<file path="src/rtl/cdec8_ctrl.sv">
// CDEC8 hardwired control unit: sequences fetch/decode/execute and run/step/halt.
// Optional feature macro: CDEC_ICOUNT_EN (retired-instruction counter on icount).
module cdec8_ctrl #(
    parameter logic [4:0] ALUOP_NOP = 5'h00,
    parameter logic [4:0] ALUOP_INC = 5'h01,
    parameter logic [4:0] ALUOP_ADD = 5'h02,
    parameter logic [4:0] ALUOP_SUB = 5'h03,
    parameter logic [4:0] ALUOP_AND = 5'h04,
    parameter logic [4:0] ALUOP_OR  = 5'h05
) (
    input  logic        clock,
    input  logic        reset,
    input  logic        run,
    input  logic        step,
    input  logic [7:0]  I,
    input  logic [2:0]  SZCy,
    output logic [16:0] ctrl,
    output logic [7:0]  state,
    output logic        halted,
    output logic [7:0]  icount
);

    // Bus codes; source and destination spaces overlap on some values (R/MAR, RDR/WDR).
    localparam logic [3:0] X_PC   = 4'h0;
    localparam logic [3:0] X_R    = 4'h4;
    localparam logic [3:0] X_MAR  = 4'h4;
    localparam logic [3:0] X_RDR  = 4'h5;
    localparam logic [3:0] X_WDR  = 4'h5;
    localparam logic [3:0] X_T    = 4'h6;
    localparam logic [3:0] X_I    = 4'h7;
    localparam logic [3:0] X_IO   = 4'h8;
    localparam logic [3:0] X_NONE = 4'hF;

    typedef enum logic [7:0] {
        S_HALT = 8'h00, S_F0 = 8'h01, S_F1 = 8'h02, S_F2 = 8'h03,
        S_EX   = 8'h10, S_A1 = 8'h11, S_A2 = 8'h12,
        S_O1   = 8'h21, S_O2 = 8'h22, S_L1 = 8'h23, S_L2 = 8'h24,
        S_S1   = 8'h25, S_S2 = 8'h26
    } state_t;

    function automatic logic [3:0] reg_code(input logic [1:0] rr);
        case (rr)
            2'b00:   reg_code = 4'h1;
            2'b01:   reg_code = 4'h2;
            2'b10:   reg_code = 4'h3;
            default: reg_code = X_PC;
        endcase
    endfunction

    function automatic logic [4:0] alu_code(input logic [1:0] f);
        case (f)
            2'b00:   alu_code = ALUOP_ADD;
            2'b01:   alu_code = ALUOP_SUB;
            2'b10:   alu_code = ALUOP_AND;
            default: alu_code = ALUOP_OR;
        endcase
    endfunction

    function automatic logic cond_taken(input logic [1:0] cc, input logic [2:0] fl);
        case (cc)
            2'b00:   cond_taken = 1'b1;
            2'b01:   cond_taken = fl[1];
            2'b10:   cond_taken = fl[0];
            default: cond_taken = fl[2];
        endcase
    endfunction

    state_t      state_q, state_d;
    logic        run_q;
    logic        stepm_q, stepm_d;
    logic        done_s, halt_s, taken_s;
    logic [3:0]  rd_s, rs_s;
    logic [4:0]  alu_f_s;
    logic [1:0]  mmrw_s;
    logic        fwr_s, rwr_s;
    logic [3:0]  xdst_s, xsrc_s;
    logic [4:0]  aluop_s;

    assign rd_s    = reg_code(I[3:2]);
    assign rs_s    = reg_code(I[1:0]);
    assign alu_f_s = alu_code(I[5:4]);
    assign taken_s = cond_taken(I[5:4], SZCy);

    // Next-state and control-word decode from the registered state and I.
    always_comb begin
        state_d = state_q;
        stepm_d = stepm_q;
        done_s  = 1'b0;
        halt_s  = 1'b0;
        mmrw_s  = 2'b00;
        fwr_s   = 1'b0;
        rwr_s   = 1'b0;
        xdst_s  = X_NONE;
        aluop_s = ALUOP_NOP;
        xsrc_s  = X_NONE;
        case (state_q)
            S_HALT: begin
                if (step) begin
                    state_d = S_F0;
                    stepm_d = 1'b1;
                end else if (run && !run_q) begin
                    state_d = S_F0;
                    stepm_d = 1'b0;
                end else begin
                    state_d = S_HALT;
                end
            end
            S_F0: begin
                xsrc_s = X_PC; xdst_s = X_MAR; aluop_s = ALUOP_INC; rwr_s = 1'b1;
                state_d = S_F1;
            end
            S_F1: begin
                mmrw_s = 2'b10; xsrc_s = X_R; xdst_s = X_PC;
                state_d = S_F2;
            end
            S_F2: begin
                xsrc_s = X_RDR; xdst_s = X_I;
                state_d = S_EX;
            end
            S_EX: begin
                case (I[7:6])
                    2'b00: begin
                        xsrc_s = rd_s; xdst_s = X_T;
                        state_d = S_A1;
                    end
                    2'b01: begin
                        done_s = 1'b1;
                        case (I[5:4])
                            2'b00:   begin xsrc_s = rs_s; xdst_s = rd_s; end
                            2'b01:   begin xsrc_s = X_IO; xdst_s = rd_s; end
                            2'b10:   begin xsrc_s = rs_s; xdst_s = X_IO; end
                            default: halt_s = 1'b1;
                        endcase
                    end
                    default: begin
                        xsrc_s = X_PC; xdst_s = X_MAR; aluop_s = ALUOP_INC; rwr_s = 1'b1;
                        state_d = S_O1;
                    end
                endcase
            end
            S_A1: begin
                xsrc_s = rs_s; aluop_s = alu_f_s; rwr_s = 1'b1; fwr_s = 1'b1;
                state_d = S_A2;
            end
            S_A2: begin
                xsrc_s = X_R; xdst_s = rd_s; done_s = 1'b1;
            end
            S_O1: begin
                mmrw_s = 2'b10; xsrc_s = X_R; xdst_s = X_PC;
                state_d = S_O2;
            end
            S_O2: begin
                if (I[6]) begin
                    // Jump: operand byte is consumed whether or not the branch is taken.
                    done_s = 1'b1;
                    if (taken_s) begin
                        xsrc_s = X_RDR; xdst_s = X_PC;
                    end else begin
                        xsrc_s = X_NONE; xdst_s = X_NONE;
                    end
                end else begin
                    case (I[5:4])
                        2'b00:   begin xsrc_s = X_RDR; xdst_s = X_MAR; state_d = S_L1; end
                        2'b01:   begin xsrc_s = X_RDR; xdst_s = X_MAR; state_d = S_S1; end
                        default: begin xsrc_s = X_RDR; xdst_s = rd_s; done_s = 1'b1; end
                    endcase
                end
            end
            S_L1: begin
                mmrw_s = 2'b10;
                state_d = S_L2;
            end
            S_L2: begin
                xsrc_s = X_RDR; xdst_s = rd_s; done_s = 1'b1;
            end
            S_S1: begin
                xsrc_s = rs_s; xdst_s = X_WDR;
                state_d = S_S2;
            end
            S_S2: begin
                mmrw_s = 2'b01; done_s = 1'b1;
            end
            default: state_d = S_HALT;
        endcase
        // A step-entered instruction always returns to HALT, as does the HALT opcode.
        state_d = done_s ? ((run && !stepm_q && !halt_s) ? S_F0 : S_HALT) : state_d;
    end

    // State register, run edge detector and entry-cause flag.
    always_ff @(posedge clock or posedge reset) begin
        if (reset) begin
            state_q <= S_HALT;
            run_q   <= 1'b0;
            stepm_q <= 1'b0;
        end else begin
            state_q <= state_d;
            run_q   <= run;
            stepm_q <= stepm_d;
        end
    end

    assign ctrl   = {mmrw_s, fwr_s, rwr_s, xdst_s, aluop_s, xsrc_s};
    assign state  = state_q;
    assign halted = (state_q == S_HALT);

`ifdef CDEC_ICOUNT_EN
    logic [7:0] icount_q;

    // Retired-instruction counter, wraps naturally at 8 bits.
    always_ff @(posedge clock or posedge reset) begin
        if (reset) begin
            icount_q <= 8'h00;
        end else if (done_s) begin
            icount_q <= icount_q + 8'h01;
        end else begin
            icount_q <= icount_q;
        end
    end

    assign icount = icount_q;
`else
    assign icount = 8'h00;
`endif

endmodule

</file>
<file path="config.mk">
export PLATFORM = sky130hd
export DESIGN_NAME = cdec8_ctrl
export DESIGN_NICKNAME = d
export VERILOG_FILES = /design/src/rtl/cdec8_ctrl.sv
export SDC_FILE = /design/constraint.sdc
export NUM_CORES = 1
export LEC_CHECK = 0
export BUFFER_PORTS_ARGS = -buffer_cell sky130_fd_sc_hd__buf_4
export CAP_MARGIN = 20
export CORE_MARGIN = 3
export CORE_UTILIZATION = 44
export CTS_CLUSTER_SIZE = 14
export DETAILED_ROUTE_END_ITERATION = 7
export PLACE_DENSITY = 0.77
export SYNTH_ARGS = -nofsm -noshare
export SYNTH_HDL_FRONTEND = slang
export SYNTH_SLANG_ARGS = --single-unit
</file>
<file path="constraint.sdc">
create_clock -name clock -period 2.2 [get_ports clock]
set_input_delay 0.44 -clock clock [delete_from_list [all_inputs] [get_ports clock]]
set_output_delay 0.44 -clock clock [all_outputs]
set_load 0.03 [all_outputs]
</file>
Word-level counts from Yosys, hierarchy flattened
Index checks and enable logic that the tools add are counted.
- word-level logic and storage cells: 90
- register bits after elaboration: 10
- output and inout bits: 34
- bits of input ports: 15
- mux-type cells: 38
- eq/ne operators: 23
- reduce and logical (&&, ||, !) cells: 26
- operators by type and width (cell ; count):
    $pmux W8 S11 ; 1
    $eq A8 B6 Y1 const B ; 6
    $pmux W4 S2 ; 4
    $pmux W8 S2 ; 2
    $pmux W4 S7 ; 1
    $eq A8 B5 Y1 const B ; 3
    $pmux W4 S6 ; 1
    $mux W4 ; 5
    $eq A8 B2 Y1 const B ; 2
    $mux W8 ; 2
    $reduce_or A2 Y1 ; 8
    $pmux W5 S3 ; 1
    $mux W1 ; 14
    $pmux W2 S3 ; 2
    $reduce_or A3 Y1 ; 4
    $pmux W3 S3 ; 1
    $eq A2 B1 Y1 const B ; 4
    $eq A8 B1 Y1 const B ; 1
    $logic_not A2 Y1 ; 4
    $logic_not A8 Y1 ; 1
    $eq A2 B2 Y1 const B ; 3
    $ne A3 B3 Y1 const B ; 2
    $pmux W1 S3 ; 2
    $ne A4 B2 Y1 const B ; 1
    other kinds (8) ; 12

Depth between registers and ports, before layout
Gate-level depths: netlist of the first run.
- depth after elaboration: 9
- gate-level depth with buffers: 7
- gate-level depth less buffers: 6

Worst setup path after synthesis of the first run
OpenSTA, ideal clock, no wires.
- path type: register to output
- start point: register state_q[5] (netlist: state[5])
- end point: output port ctrl[12]
- path slack: -549 ps
- path buffers: 1
- data arrival time: 2309 ps
- required time: 1760 ps
- cell stages (with the launch flop): 5
- cell sequence: dfrtp_1 or3b_1 buf_6 or4_1 o31ai_1
- longest elaborated chain between the ends: 3
- RTL lines (element ; RTL line ; text):
    start, declared ; 68 ; state_t state_q, state_d;
    start signal, assigned ; 196 ; state_q <= state_d;
    $eq A8 B6 Y1, or another cell as far along ; 96 ; case (state_q)
    $reduce_or A2 Y1 (no line) ; n/a ;
    $pmux W4 S7 * ; 96 ;
    end, declared ; 17 ; output logic [16:0] ctrl,
Mark *: on every way between the ends. The rest lies on a longest branch, timed or not.

Worst setup path in the final report of the first run
- start point: register state_q[4] (netlist: state[4])
- end point: output port ctrl[11]
The elaborated chain is that of the path after synthesis.

==> impl_metrics.yaml, run 1 <==
run_status:
  outcome: "finished, violations left"
  violations_in_the_final_reports: "setup timing"
run:
  cap_viol_max_count: 0
clocking:
  clk_path_buf_depth: 2
  cts.hold.buffers_added: 0
  tritoncts: "done"
  clk_root_buffer_cell: "clkbuf_4"
  cts.reportedPaths.clkPinSlew_ns: 0.05
  clock-sinks: 7
  cts.htree.levels: 1
  cts-buffers-inserted: 3
  worstSkewPairLatency_ns: 0.25
critical_path:
  path_class: "reg -> out"
  category_of_the_worst_setup_path_launch_point: "flop"
  setup.reg_to_reg.worst_slack_ns: 0.36
  cp-endpoint: "ctrl[11]"
  worstReg2RegStart: "state[4]$_DFFE_PP0P_"
  critical_path.startpoint: "state[4]$_DFFE_PP0P_"
  critical_path_arrival_ns: 2.02
  timing.reg2reg.worst_path_depth: 7
  critPathCaptureType: "output port"
  critical_path.max_fanout: 4
  worst-endpoint-required_ns: 1.76
  worst_r2r_endpoint: "state[0]$_DFFE_PP0P_"
sta:
  setup_viol_count_final: 8
  clock-skew-final_ns: 0.00388
  worst_hold_slack_ns: 0.124
  period_minus_slack_ns: 2.46
  period_share: 1.12
  hold_viol: 0
  final.setup.tns_ns: -1.32
  grt_setup_unrepaired: "yes"
  final_max_slew_viol_count: 0
  worst_slack_ns: -0.263
  fmax_ghz: 0.406
synthesis:
  synth_top_area_cell: "dfrtp_1"
  yosysTopAreaCellShare: 0.144
  fraction_of_the_mapped_netlist_area_in_compound_gates: 0.280
  synth_seq_area_share: 0.144
  yosys_most_used_dff: "dfrtp_1"
  synth_edf_count: 0
  ys_ff_latch: 7
  post_synth_and_or_nand_nor_area_fraction: 0.334
  dominant_combinational_cell_family_by_area_after_synthesis: "simple AND/OR/NAND/NOR gates"
  ys_async_sr_fraction: 1.00
  synth_adder_area_share: 0.0515
  share_of_the_synthesized_netlist_area_taken_by_xor_and_xnor_gates: 0.00721
  synth_area_per_cell_um2: 6.90
  post_synth_inst_count: 176
  synth.mux.area_fraction: 0.00824
  netlist_top_cells_area: "dfrtp_1 (14%), buf_4 (9.3%), ha_1 (5.1%)"
  synth_cell_types: 49
  synth.cell_area_mm2: 0.00121
  ys.warnings.count: 0
drt:
  detail_route_antenna_nets: 0
  avgViaCountPerCell: 5.97
  routedWlPerCell_um: 16.1
  drt_drc_violations_left: 0
  route.vias.total: 1539
  drt_pass1_iterations: 5
  finalWirelength_mm: 4.16
  drt-initial-drc-count: 107
cells_and_area:
  n_fill_cell: 167
  diodes: 0
  layout_commonest_cell: "buf_4"
  final_layout_size_suffix_gt1_frac: 0.434
  design_area_mm2: 0.00187
  areaGrowthSynthToFinish_pct: 54.0
  finish.net_count: 249
  top_library_cells_by_usage_in_the_layout_fill_and_taps_aside: "buf_4 (50), buf_6 (14), conb_1 (13)"
placement:
  numPortBuffers: 35
  finalWeightedCongestion: 0.912
  hpwlAfterDp_mm: 3.10
  placement.setup.worst_slack_ns: -0.115
  placedInstanceArea_mm2: 0.00161
global_route:
  grt.total_usage: 0.245
  antenna_found_initial: 0
  grt_pass1_vias: 1456
  grt_pass1_wl_mm: 6.60
  grt-ovfl-total: 0
  pin_count_of_the_biggest_net_entering_global_routing: 23
pwr:
  power_density_mw_per_mm2: 1630
  p_total_mw: 3.04
  cellLeakagePower_nw: 0.878
  worst_ir_drop_vdd_mv: 1.14
die:
  design.core.area_mm2: 0.00254
  boundaryPins: 49
  die_area_mm2: 0.00343
  std_cell_rows: 18
  dieHeight_um: 58.5
  dieWidth_um: 58.5
  initial_utilization: 0.477
worst_hold_path:
  timing.hold.worst.class: "in -> async"
layer usage:
layer	part of all wire	vias to the layer above	global-route usage
met2	0.52	85	0.407
li1	-	710	-
met4	0.027	0	0.119
met3	0.084	16	0.0373
met1	0.37	728	0.307
met5	0	-	0
worst min path at each step:
stage	cells after the start	from	endpoint
2_1_floorplan	1	reset	run_q$_DFF_PP0_
3_3_place_gp	2	reset	run_q$_DFF_PP0_
3_5_place_dp	2	reset	stepm_q$_DFFE_PP0P_
4_1_cts	2	reset	stepm_q$_DFFE_PP0P_
5_1_grt	2	reset	stepm_q$_DFFE_PP0P_
6_report	2	reset	stepm_q$_DFFE_PP0P_
critical path, stage by stage (launching register included):
cell,delay (ns)
dfrtp_2,0.40
or3b_4,0.43
nor4_4,0.19
o22ai_2,0.12
a21boi_4,0.16
a211o_4,0.33
buf_6,0.14
cell type report:
type | count | area (um^2) | area share
multi-input combinational | 143 | 1040 | 0.556
timing repair buffer | 65 | 553 | 0.296
clock buffer | 4 | 26.3 | 0.0140
tap | 30 | 37.5 | 0.0201
inverter | 9 | 33.8 | 0.0181
sequential | 7 | 180 | 0.0963
repair_timing:
action | in CTS | in global routing
setup buffers | 6 | 2
setup endpoints to repair | 8 | 13
gates resized for setup | 17 | 24
pin swaps | 7 | 6
synthesized netlist by cell type, drive strengths merged (2+ instances only):
master	instances
buf	21
nor2	14
nand2	13
nor3	11
o21ai	11
a21oi	9
inv	9
nor2b	9
clkbuf	8
dfrtp	7
nand2b	7
ha	5
nand3	5
o22ai	4
a21o	3
a22o	3
nand3b	3
nor3b	3
nand4	2
nor4	2
o211ai	2
o221ai	2
o32ai	2
stage by stage:
| stage | std cells | util |
|---|---|---|
| floorplan | 188 | - |
| global route | 258 | 0.735 |
| global placement | 247 | 0.632 |
| detailed placement | 247 | 0.632 |
| finish | 258 | 0.735 |
| CTS | 256 | 0.686 |
state kept, by name, indices dropped and copies added, names as in the netlist:
name and count:
run_q 1, state 5, stepm_q 1
power by group:
part / internal [mW] / leakage, nW / switching (mW)
clock: 0.0691 / 0.0150 / 0.0453
combinational: 1.17 / 0.780 / 1.53
sequential: 0.176 / 0.0827 / 0.0506
logic make-up (layout without fill, tap and decap cells):
logic type / Yosys count / count (layout)
and+or+nand+nor: 73 / 73
AOI/OAI and AO/OA: 50 / 50
buffers and inverters: 38 / 78
DFF: 7 / 7
adders and majority gates: 5 / 5
other: 1 / 13
xor gates and xnor gates: 1 / 1
muxes: 1 / 1
(Power assumes the default switching activity.)
==> run 2: changes to the inputs <==
--- a/config.mk
+++ b/config.mk
@@ -5,13 +5,15 @@
 export SDC_FILE = /design/constraint.sdc
 export NUM_CORES = 1
 export LEC_CHECK = 0
+export ABC_AREA = 1
 export BUFFER_PORTS_ARGS = -buffer_cell sky130_fd_sc_hd__buf_4
 export CAP_MARGIN = 20
 export CORE_MARGIN = 3
-export CORE_UTILIZATION = 44
+export CORE_UTILIZATION = 43
 export CTS_CLUSTER_SIZE = 14
 export DETAILED_ROUTE_END_ITERATION = 7
-export PLACE_DENSITY = 0.77
+export HOLD_SLACK_MARGIN = 0.12
+export PLACE_DENSITY = 0.76
 export SYNTH_ARGS = -nofsm -noshare
 export SYNTH_HDL_FRONTEND = slang
 export SYNTH_SLANG_ARGS = --single-unit
==> impl_metrics.yaml, run 2 <==
run_status:
  outcome: "finished clean"
cells_and_area:
  largest_register_ffs: 5
  finish.net_count: 268
  areaGrowthSynthToFinish_pct: 45.3
  ff_latch_area_um2: 181
  final_layout_size_suffix_gt1_frac: 0.417
  multi_input_comb_area_um2: 883
  top_library_cells_by_usage_in_the_layout_fill_and_taps_aside: "nand2_1 (45), buf_4 (45), nor2_1 (29)"
  diodes: 0
  n_fill_cell: 220
synthesis:
  synth_edf_count: 0
  netlist_top_cells_area: "nand2_1 (16%), dfrtp_1 (16%), nor2_1 (13%)"
  synth_most_common_cell: "nand2_1"
  most_instantiated_cells_after_synthesis: "nand2_1 (49), nor2_1 (38), inv_1 (22), nand3_1 (17), buf_4 (15)"
  synth_area_per_cell_um2: 5.76
  yosysTopAreaCellShare: 0.163
  post_synth_inst_count: 196
  synth_cell_types: 23
  ys_async_sr_fraction: 1.00
  synth_seq_area_share: 0.155
  ys.warnings.count: 0
  synth_top_area_cell: "nand2_1"
  yosys_most_used_dff: "dfrtp_1"
  ys_ff_latch: 7
  synth.cell_area_mm2: 0.00113
critical_path:
  critical_path.startpoint: "state[0]$_DFFE_PP0P_"
  category_of_the_worst_setup_path_launch_point: "flop"
  critical_path_arrival_ns: 1.73
  worst-endpoint-required_ns: 1.76
  critical_path.max_fanout: 5
  worstReg2RegStart: "state[1]$_DFFE_PP0P_"
  critical-path-max-stage-delay_ns: 0.46
  critical_path_buf_inv_count: 2
  worst_path_max_delay_cell: "dfrtp_2"
  critPathCaptureType: "output port"
  path_class: "reg -> out"
  worstPathCellList: "inv_4 -> nor2_4 -> nand3_4 -> nand2_2 -> nor2_1 -> nand4_1 -> nand3_1 -> buf_6"
  path_delay_family: "simple AND/OR/NAND/NOR gates"
sta:
  hold_viol: 0
  period_minus_slack_ns: 2.17
  final_max_slew_viol_count: 0
  worst_hold_slack_ns: 0.126
  grt_setup_unrepaired: "yes"
  clock-skew-final_ns: 0.000259
  setup_viol_count_final: 0
  period_share: 0.985
  final.setup.tns_ns: 0
  worst_slack_ns: 0.0319
  fmax_ghz: 0.461
drt:
  detail_route_antenna_nets: 0
  route.vias.total: 1386
  finalWirelength_mm: 3.32
  avgViaCountPerCell: 5.04
  routedWlPerCell_um: 12.1
  drt-initial-drc-count: 49
  drt_drc_violations_left: 0
  drt_pass1_iterations: 4
die:
  design.core.area_mm2: 0.00234
  dieHeight_um: 57.3
  die_area_mm2: 0.00328
  initial_utilization: 0.483
  std_cell_rows: 17
  boundaryPins: 49
  dieWidth_um: 57.3
clocking:
  clk_path_buf_depth: 2
  clock-sinks: 7
  worstSkewPairLatency_ns: 0.24
  clk_root_buffer_cell: "clkbuf_4"
  cts-buffers-inserted: 3
  cts.hold.buffers_added: 0
  cts.reportedPaths.clkPinSlew_ns: 0.05
  tritoncts: "done"
  cts.htree.levels: 1
pwr:
  worst_ir_drop_vdd_mv: 1.21
  cellLeakagePower_nw: 0.910
  power_density_mw_per_mm2: 1530
global_route:
  global_route.usage.met2: 0.282
  pin_count_of_the_biggest_net_entering_global_routing: 9
  grt_pass1_vias: 1096
  antenna_found_initial: 0
  grt_pass1_wl_mm: 4.77
  grt_util_met3: 0.0294
  grt_util_met1: 0.266
  grt_most_used_layer: "met2"
  grt.total_usage: 0.180
  grt-ovfl-total: 0
placement:
  placement.setup.worst_slack_ns: 0.221
  numPortBuffers: 35
  hpwlAfterDp_mm: 2.50
  finalWeightedCongestion: 0.922
worst_hold_path:
  timing.hold.worst.class: "in -> async"
run:
  cap_viol_max_count: 0
-- run 2: cell types whose count changed in the layout (fill, tap and decap cells not counted), sizes merged, moves of 7 or more --
cell,previous run,this run
nand3,5,21
inv,9,29
nor2b,9,0
o21ai,11,4
buf,65,50
nor3,11,3
nor2,14,46
nand2,13,51
nand2b,7,0
-- run 2: report_power, final --
group          total, mW  internal, mW  switching (mW)
Sequential         0.270         0.181          0.0897
Combinational       2.13         0.809            1.32
Clock              0.108        0.0687          0.0397
Total               2.51          1.06            1.45
-- run 2: logic make-up (layout without fill, tap and decap cells) --
logic type | Yosys count | in the layout | synth area share
AND/OR/NAND/NOR | 124 | 124 | 0.508
buffers and inverters | 44 | 83 | 0.196
AO/OA/AOI/OAI | 15 | 15 | 0.0820
flip-flops | 7 | 7 | 0.155
adder cells (fa/ha/maj) | 5 | 5 | 0.0554
other | 1 | 13 | 0.00332
-- run 2: worst register-to-register path, cell delays in order (launching register included) --
cell,delay (ns)
dfrtp_2,0.48
buf_4,0.16
inv_1,0.08
nor2_1,0.05
nand3_1,0.08
nand2_1,0.08
a21oi_2,0.17
nand2_2,0.11
nand2_1,0.07
nand2_1,0.05
-- run 2: timing repair --
item / CTS / global route
buffers inserted: 0 / 15
gates resized for setup: 3 / 41
pin swaps: 1 / 14
setup endpoints to repair: 4 / 10
-- run 2: metal layers --
| layer | part of all wire | vias to the layer above | wire [um] |
|---|---|---|---|
| met4 | 0.017 | 0 | 58 |
| met2 | 0.49 | 66 | 1630 |
| met5 | 0 | - | 0 |
| li1 | - | 688 | - |
| met1 | 0.41 | 625 | 1380 |
| met3 | 0.077 | 7 | 257 |
-- run 2: final cells by class --
type,instances,area share
multi-input combinational,157,0.538
timing repair buffer,50,0.240
sequential,7,0.111
inverter,29,0.0739
tap,28,0.0213
clock buffer,4,0.0160
-- run 2: final timing paths --
path	endpoint	slack (ns)	cells past startpoint
setup / recovery	ctrl[2]	0.03	8
hold / removal	run_q$_DFF_PP0_	0.13	2
setup reg to reg	state[0]$_DFFE_PP0P_	0.78	9
hold reg to reg	stepm_q$_DFFE_PP0P_	0.47	2
max in group asynchronous	state[1]$_DFFE_PP0P_	1.85	2
min in group clock	run_q$_DFF_PP0_	0.31	1
-- run 2: through the flow --
| step | utilization | cells | instance area (um^2) | total power [mW] |
|---|---|---|---|---|
| after floorplan | - | 208 | 1170 | 1.50 |
| after global placement | 0.581 | 256 | 1360 | 2.03 |
| after detailed placement | 0.581 | 256 | 1360 | 2.04 |
| after CTS | 0.595 | 260 | 1390 | 2.16 |
| after global routing | 0.702 | 275 | 1640 | 2.68 |
| final | 0.702 | 275 | 1640 | 2.51 |
==> run 3: changes to the inputs <==
--- a/config.mk
+++ b/config.mk
@@ -13,7 +13,7 @@
 export CTS_CLUSTER_SIZE = 14
 export DETAILED_ROUTE_END_ITERATION = 7
 export HOLD_SLACK_MARGIN = 0.12
-export PLACE_DENSITY = 0.76
+export PLACE_DENSITY_LB_ADDON = 0.3
 export SYNTH_ARGS = -nofsm -noshare
 export SYNTH_HDL_FRONTEND = slang
 export SYNTH_SLANG_ARGS = --single-unit
==> impl_metrics.yaml, run 3 (synthesized netlist as in run 2, its figures left out) <==
run_status:
  outcome: "finished clean"
clocking:
  cts-buffers-inserted: 3
  cts.reportedPaths.clkPinSlew_ns: 0.05
  clk_root_buffer_cell: "clkbuf_4"
  cts.htree.levels: 1
  clock-sinks: 7
  worstSkewPairLatency_ns: 0.25
  clk_path_buf_depth: 2
  tritoncts: "done"
cells_and_area:
  areaGrowthSynthToFinish_pct: 41.4
  n_fill_cell: 223
  top_library_cells_by_usage_in_the_layout_fill_and_taps_aside: "nand2_1 (44), buf_4 (42), nor2_1 (30)"
  finish.net_count: 263
  multi_input_comb_area_um2: 886
  largest_register_ffs: 5
  stdcell_count: 270
  layout_commonest_cell: "nand2_1"
  design_area_mm2: 0.00160
  diodes: 0
  ff_latch_area_um2: 181
  final_layout_size_suffix_gt1_frac: 0.401
global_route:
  grt_pass1_wl_mm: 4.90
  grt_pass1_vias: 1114
  pin_count_of_the_biggest_net_entering_global_routing: 9
  grt-ovfl-total: 0
  antenna_found_initial: 0
  grt.total_usage: 0.185
placement:
  finalWeightedCongestion: 0.915
  numPortBuffers: 35
  placedInstanceArea_mm2: 0.00136
  hpwlAfterDp_mm: 2.42
  dp_cells: 256
  placement.setup.worst_slack_ns: 0.229
critical_path:
  critical-path-max-stage-delay_ns: 0.48
  category_of_the_worst_setup_path_launch_point: "flop"
  critPathCaptureType: "output port"
  worstPathCellList: "inv_4 -> nor2_2 -> nand3_2 -> nand2_2 -> nor2_1 -> nand4_1 -> nand3_1 -> buf_6"
  critical_path_arrival_ns: 1.76
  critical_path.max_fanout: 6
  worst-endpoint-required_ns: 1.76
  worst_path_max_delay_cell: "dfrtp_2"
  path_class: "reg -> out"
drt:
  detail_route_antenna_nets: 0
  drt_pass1_iterations: 4
  drt-initial-drc-count: 56
  drt_drc_violations_left: 0
  finalWirelength_mm: 3.26
  routedWlPerCell_um: 12.1
  avgViaCountPerCell: 5.05
  route.vias.total: 1363
sta:
  setup_viol_count_final: 0
  period_minus_slack_ns: 2.20
  fmax_ghz: 0.455
  hold_viol: 0
  clock-skew-final_ns: 0.00320
  worst_slack_ns: 0.00339
  period_share: 0.998
  final_max_slew_viol_count: 0
die:
  dieWidth_um: 57.3
  std_cell_rows: 17
  die_area_mm2: 0.00328
  initial_utilization: 0.483
  dieHeight_um: 57.3
  boundaryPins: 49
  design.core.area_mm2: 0.00234
run:
  cap_viol_max_count: 0
pwr:
  cellLeakagePower_nw: 0.884
  worst_ir_drop_vdd_mv: 1.19
  power_density_mw_per_mm2: 1520
  p_total_mw: 2.43
worst_hold_path:
  timing.hold.worst.class: "in -> reg"
run 3: cell type report:
cell class	instances	area share
Clock buffer	4	0.0164
Inverter	29	0.0760
Multi-Input combinational cell	157	0.554
Sequential cell	7	0.114
Tap cell	28	0.0219
Timing Repair Buffer	45	0.218
run 3: final timing paths:
path                                 startpoint                    to  slack, ns  depth (start not counted)
max                        state[2]$_DFFE_PP0P_               ctrl[2]      0.003                          8
min                                         run       run_q$_DFF_PP0_       0.31                          1
max reg2reg                state[5]$_DFFE_PP0P_  state[0]$_DFFE_PP0P_       0.78                          9
min reg2reg                 stepm_q$_DFFE_PP0P_   stepm_q$_DFFE_PP0P_       0.47                          2
max in group asynchronous                 reset  state[0]$_DFFE_PP0P_       1.29                          3
min in group asynchronous                 reset  state[2]$_DFFE_PP0P_       0.68                          3
run 3: critical path: cells and delay by family, from the launching register on:
family                 cells  cell delay, ns
DFF                        1            0.48
buffers and inverters      2            0.27
and+or+nand+nor            6            0.75
run 3: stage by stage:
stage                util  setup TNS (ns)  hold slack [ns]
floorplan               -               0            0.243
global placement    0.581               0            0.383
detailed placement  0.581               0            0.388
CTS                 0.605               0            0.302
global route        0.683          -0.239            0.297
finish              0.683               0            0.309
run 3: power breakdown:
group          internal (mW)  switching [mW]
combinational          0.733            1.31
sequential             0.180          0.0919
clock                 0.0690          0.0444
run 3: what timing repair did:
item	4_1_cts	5_1_grt
resized for setup	5	36
hold buffers	1	0
hold endpoints to repair	2	0
setup endpoints to repair	4	10
buffers inserted	1	8
pin swaps	2	13
run 3: routing by layer:
metal / global-route usage / wire, um / vias up
met4: 0.0199 / 25 / 0
met5: 0 / 0 / -
met2: 0.295 / 1570 / 62
li1: - / - / 680
met1: 0.268 / 1410 / 617
met3: 0.0339 / 248 / 4
